`src/rtl/four_bit_divider.sv`:
```
// Sequential 8-bit by 4-bit restoring divider, one quotient bit per clock.
// Define DIV_QUOTIENT_OVF_CHECK_EN to flag quotients that do not fit in 4 bits.
module four_bit_divider (
    input  logic       clk,
    input  logic       rst,
    input  logic       start,
    input  logic [7:0] P,
    input  logic [3:0] B,
    output logic       busy,
    output logic       done,
    output logic [7:0] Q,
    output logic [3:0] R,
    output logic       div_by_zero,
    output logic       q_ovf
);

    typedef enum logic [1:0] {IDLE, DIVIDE, DONE} state_t;

    state_t     state, state_nxt;
    logic [7:0] quo_q;    // dividend bits shift out the top, quotient bits shift in
    logic [3:0] rem_q;
    logic [3:0] div_q;
    logic [2:0] cnt_q;
    logic       dz_q;

    logic       accept;
    logic [4:0] trial;
    logic       fits;
    logic [3:0] diff;
    logic [3:0] rem_nxt;

    assign accept = start && (state == IDLE || state == DONE);

    // One restoring step: bring down the next dividend bit, subtract if it fits.
    // The result is below the divisor, so the low four bits of the difference suffice.
    assign trial   = {rem_q, quo_q[7]};
    assign fits    = (trial >= {1'b0, div_q});
    assign diff    = trial[3:0] - div_q;
    assign rem_nxt = fits ? diff : trial[3:0];

    always_comb begin
        // NOTE: default first so every path assigns state_nxt and no latch is inferred.
        state_nxt = state;
        unique case (state)
            IDLE, DONE: begin
                if (start)
                    state_nxt = (B == 4'd0) ? DONE : DIVIDE;
                else
                    state_nxt = IDLE;
            end
            DIVIDE: begin
                if (cnt_q == 3'd7)
                    state_nxt = DONE;
            end
            default: state_nxt = IDLE;
        endcase
    end

    // NOTE: sequential state uses non-blocking assignments so all flops sample pre-edge values.
    always_ff @(posedge clk or posedge rst) begin
        if (rst)
            state <= IDLE;
        else
            state <= state_nxt;
    end

    always_ff @(posedge clk or posedge rst) begin
        if (rst) begin
            quo_q <= '0;
            rem_q <= '0;
            div_q <= '0;
            cnt_q <= '0;
            dz_q  <= 1'b0;
        end else if (accept) begin
            quo_q <= P;
            rem_q <= '0;
            div_q <= B;
            cnt_q <= '0;
            dz_q  <= (B == 4'd0);
        end else if (state == DIVIDE) begin
            quo_q <= {quo_q[6:0], fits};
            rem_q <= rem_nxt;
            cnt_q <= cnt_q + 3'd1;
        end
    end

    // Results load on the DONE edge, which is also the edge that raises done,
    // so a back-to-back capture on that same edge cannot disturb them.
    always_ff @(posedge clk or posedge rst) begin
        if (rst) begin
            busy        <= 1'b0;
            done        <= 1'b0;
            Q           <= '0;
            R           <= '0;
            div_by_zero <= 1'b0;
        end else begin
            busy <= (state == DIVIDE);
            done <= (state == DONE);
            if (state == DONE) begin
                Q           <= dz_q ? 8'hFF : quo_q;
                R           <= dz_q ? 4'h0  : rem_q;
                div_by_zero <= dz_q;
            end
        end
    end

`ifdef DIV_QUOTIENT_OVF_CHECK_EN
    always_ff @(posedge clk or posedge rst) begin
        if (rst)
            q_ovf <= 1'b0;
        else if (state == DONE)
            q_ovf <= !dz_q && (quo_q[7:4] != 4'd0);
    end
`else
    assign q_ovf = 1'b0;
`endif

endmodule
```
`config.mk`:
```
export PLATFORM = sky130hd
export DESIGN_NAME = four_bit_divider
export DESIGN_NICKNAME = d
export VERILOG_FILES = /design/src/rtl/four_bit_divider.sv
export SDC_FILE = /design/constraint.sdc
export NUM_CORES = 1
export LEC_CHECK = 0
export CORE_ASPECT_RATIO = 0.8
export CORE_UTILIZATION = 35
export CTS_CLUSTER_DIAMETER = 150
export DETAILED_ROUTE_END_ITERATION = 16
export PLACE_DENSITY = 0.61
export REMOVE_ABC_BUFFERS = 1
export SLEW_MARGIN = 20
export SYNTH_ARGS = -nofsm -noshare
export SYNTH_HDL_FRONTEND = slang
export SYNTH_SLANG_ARGS = --single-unit
```
`constraint.sdc`:
```
create_clock -name clk -period 5.1 [get_ports clk]
set_clock_uncertainty 0.05 [all_clocks]
set_input_delay 1.53 -clock clk [delete_from_list [all_inputs] [get_ports clk]]
set_output_delay 1.53 -clock clk [all_outputs]
set_load 0.02 [all_outputs]
```
Yosys cells after proc, flatten, opt, wreduce, memory -nomap -nowiden
Index checks and enable logic that the tools add are counted.
{"block": "word_totals", "elab_cells": 37, "regBits": 37}
{"block": "op_classes", "order_cmp": 1, "n_addsub": 2, "eq_ne": 4, "n_mux": 13, "n_reduce_logical": 6}
{"operator": "2-to-1 mux 8 bit", "n": 3}
{"operator": "2-to-1 mux 4 bit", "n": 4}
{"operator": "2-to-1 mux 2 bit", "n": 3}
{"operator": "2-to-1 mux 3 bit", "n": 2}
{"operator": "greater-or-equal comparator 5 x 4 -> 1 bit", "n": 1}
{"operator": "zero test 4 bit", "n": 1}
{"operator": "one-hot mux 2 bit (2 select lines)", "n": 1}
{"operator": "subtractor 4 bit", "n": 1}
{"operator": "adder 3 x 1 -> 3 bit, second input constant", "n": 1}
{"operator": "equality test 3 bit, second input constant", "n": 1}
{"operator": "equality test 2 x 1 -> 1 bit, second input constant", "n": 1}
{"operator": "equality test 2 bit, second input constant", "n": 1}
{"operator": "zero test 2 bit", "n": 1}
{"operator": "inequality test 2 bit, second input constant", "n": 1}
{"operator": "nonzero test 2 bit", "n": 1}
{"operator": "OR reduction 2 bit", "n": 1}
{"operator": "logical AND 1 bit", "n": 1}
{"operator": "logical OR 1 bit", "n": 1}

Longest topological paths before layout
{"block": "logic_depth", "ltp_word": 4, "ltp_mapped": 7, "depth_no_buf": 7}

Worst setup path before layout
No wires, ideal clock.
{"block": "synth_path", "path_type": "input-to-reg", "start": "in start", "end": "reg state[0]", "required_ns": 4.966, "arrival_ns": 2.328, "setup_ns": 0.084, "path_stages": 5, "n_path_buf": 2, "slack_ns": 2.638, "path_cell_list": "nor2b_1 -> clkbuf_1 -> clkbuf_1 -> inv_1 -> o22ai_1"}
{"block": "synth_via", "elab_chain_cells": 2}
{"element": "start: declaration", "line_no": "6", "rtl": "input logic start,"}
{"element": "2-to-1 mux 2 bit", "line_no": "46", "rtl": "if (start)"}
{"element": "one-hot mux 2 bit (2 select lines)", "line_no": "44", "rtl": "unique case (state)"}
{"element": "end signal: assignment", "line_no": "64", "rtl": "state <= state_nxt;"}
{"element": "end: declaration", "line_no": "19", "rtl": "state_t state, state_nxt;"}
Every way passes these cells.
A chain may end at the register's enable or synchronous reset.

Worst setup path after layout
{"block": "layout_path", "start": "reg Q[1]", "end": "out Q[1]"}
{"element": "start: declaration", "line_no": "11", "rtl": "output logic [7:0] Q,"}
{"element": "start signal: assignment", "line_no": "100", "rtl": "Q <= dz_q ? 8'hFF : quo_q;"}
No word-level cell between the ends.

==> reports/summary.txt <==
Wirelength per Cell: 13.2 um
Setup crit start kind: register
max_slew headroom: 45.2%
max frequency: 0.354 GHz
Period minus WS final: 2.82 ns
die width: 79.4 um
most frequent cells in the layout: 37 x dfrtp_1, 29 x clkdlybuf4s50_1, 27 x nand2_1
Crit Path Class: reg2out
R2R Setup Slk: 3.07 ns
Int Pwr: 0.848 mW
most common cell after layout, fill and taps aside: dfrtp_1
fin crit share: 55.3%
setup repair bufs after CTS: 0
Comb power frac: 48.1%
CTS resizes: 0
Total GRT Usage: 15.1%
Detailed Route WL: 3320 um
Layout area overhead: 25.3%
# diodes: 0
Yosys warning total: 0
root buf cell: clkbuf_8
Setup-failing EPs final: 0
largest net degree at the start of global routing: 38
Port Buffers: 29
critical path arrival: 1.24 ns
CP delay by family, top: buffers and inverters
Via density: 4.75
1st-iter DRT viols: 63
CP max stage cell: clkdlybuf4s50_1
number of synthesized register bits: 37
worst skew pair latency: 0.28 ns
H-tree levels: 2
gp weighted congestion: 0.786
Core ar.: 4600 um^2
Die Span Y: 64.0 um
num rows: 22
cell count after synthesis: 164
Critical Path Sink Type: output pin
DP HPWL: 2420 um
worst-case reg-to-reg path depth: 6
Clock power frac: 14.6%
Detail Route Antenna Nets: 0
Inst Count DP: 245
max_cap viols: 0
initial antenna violation count: 0
TNS Setup: 0 ns
Avg Inst Size Synth: 10.2 um^2
final std cells w/o fill: 252
hold depth: 2
vias in the first global route: 1217
GR Overflow Total: 0
# IOs: 31
P_leak: 0.962 nW
Power Dens Cells: 656 nW/um^2
first-pass GRT wire length: 5760 um
RSZ-0062 raised after global routing: false
DIE AREA: 5080 um^2
CTS max path bufs: 2
CTS Hold Buffers Added: 0
Peak VDD IR: 0.252 mV
Design Area, Final: 2100 um^2
synthesized area: 1680 um^2
fillers: 436
Sink Count: 37
DRT Pass-1 Iters: 4
Buf+Inv Stages, Crit Path: 1
Worst Setup Slack, final: 2.28 ns
Psw: 0.532 mW
Worst Max-Slew Pin Slew: 0.822 ns
Cell Chain, Critical Path: clkdlybuf4s50_1
Crit path required time: 3.52 ns
Area after DPL: 2020 um^2
Seq pwr share: 37.3%
CP Depth: 1
starting density of the core: 36.5%
CP max stage delay: 0.61 ns
switching part of the total: 38.5%
outcome: finished, final reports clean
Hold Crit Class: reg2reg
sequential share of the synthesized area: 55.1%
TritonCTS clock tree: done
Final nets: 214
share of cells above drive strength 1: 6.77%
DRC errors left: 0
Worst-path clk slew: 0.07 ns
worst slack, placed: 2.08 ns
crit-path max FO: 2
cts bufs inserted: 5
synth unique cells: 30
Slew Limit Fails: 0
final hold vios: 0
Vias: 1196
## flip-flops by register name, summed over array words and instances, names as in the netlist, 2 cells and up
signal	flops
rem_q	4
Q	8
div_q	4
R	4
cnt_q	3
quo_q	8
state	2
## cell type report
class / count / area, um^2 / area share (%)
flip-flops and latches: 37 / 926 / 44.0
clock buffers: 7 / 86.3 / 4.10
repair buffers: 31 / 305 / 14.5
inverters: 9 / 33.8 / 1.61
well taps: 60 / 75.1 / 3.57
multi-input cells: 108 / 678 / 32.2
## power by group through the flow
stage / logic [mW] / clock network (mW) / registers, mW
5_1_grt: 0.746 / 0.220 / 0.534
3_5_place_dp: 0.674 / 0 / 0.521
3_3_place_gp: 0.648 / 0 / 0.513
4_1_cts: 0.676 / 0.207 / 0.516
2_1_floorplan: 0.415 / 0 / 0.553
6_report: 0.664 / 0.201 / 0.515
## cell usage after synthesis
cell / number / area share (%)
nor2_1: 9 / 2.0
conb_1: 1 / 0.22
dfrtp_1: 37 / 55
inv_1: 9 / 2.0
a22o_1: 5 / 2.6
xor2_1: 1 / 0.52
a22oi_1: 1 / 0.45
or2_1: 1 / 0.37
nor3_1: 2 / 0.60
a221o_1: 1 / 0.60
a211oi_1: 1 / 0.45
xnor2_1: 1 / 0.52
ha_1: 6 / 4.5
clkbuf_1: 9 / 2.0
o22ai_1: 1 / 0.37
a21oi_1: 2 / 0.60
fa_1: 1 / 1.2
mux2_2: 3 / 2.0
buf_4: 1 / 0.45
nor2b_1: 1 / 0.37
nor4_1: 1 / 0.37
nand2b_1: 5 / 1.9
nor2_2: 1 / 0.37
o21ai_0: 24 / 7.2
or4_1: 1 / 0.45
o31ai_1: 1 / 0.45
a21oi_2: 1 / 0.52
mux2i_1: 9 / 5.4
or2b_1: 1 / 0.45
nand2_1: 27 / 6.0
## cells by family after synthesis
kind of cell / share of synthesized area (%)
AOI/OAI and AO/OA: 13.2
xor gates and xnor gates: 1.04
adders and majority gates: 5.66
buffers and inverters: 4.47
DFF: 55.1
muxes: 7.38
other: 0.223
and+or+nand+nor: 12.9
## path summary, 6_finish.rpt
check                                             to                 start
worst max-delay path                            Q[1]      Q[1]$_DFFE_PP0P_
worst min-delay path                Q[6]$_DFFE_PP0P_      Q[6]$_DFFE_PP0P_
worst max register to register  rem_q[1]$_DFFE_PP0P_  rem_q[1]$_DFFE_PP0P_
worst min register to register      Q[6]$_DFFE_PP0P_      Q[6]$_DFFE_PP0P_
max in group asynchronous       cnt_q[1]$_DFFE_PP0P_                   rst
min in group asynchronous       quo_q[6]$_DFFE_PP0P_                   rst
## layer usage
layer / global-route usage (%) / vias up / part of all wire (%)
met5: 0 / - / 0
met2: 23.4 / 33 / 44
li1: - / 600 / -
met3: 4.29 / 7 / 5.0
met4: 6.59 / 0 / 1.7
met1: 19.7 / 556 / 49
## stage by stage
stage / power (mW) / util, % / hold WS [ns]
after floorplan: 0.968 / - / 0.418
after global placement: 1.16 / 43.9 / 0.411
after detailed placement: 1.19 / 43.9 / 0.419
after CTS: 1.40 / 45.8 / 0.434
after global routing: 1.50 / 45.8 / 0.457
final: 1.38 / 45.8 / 0.431
Power figures use the tool's default switching activity.
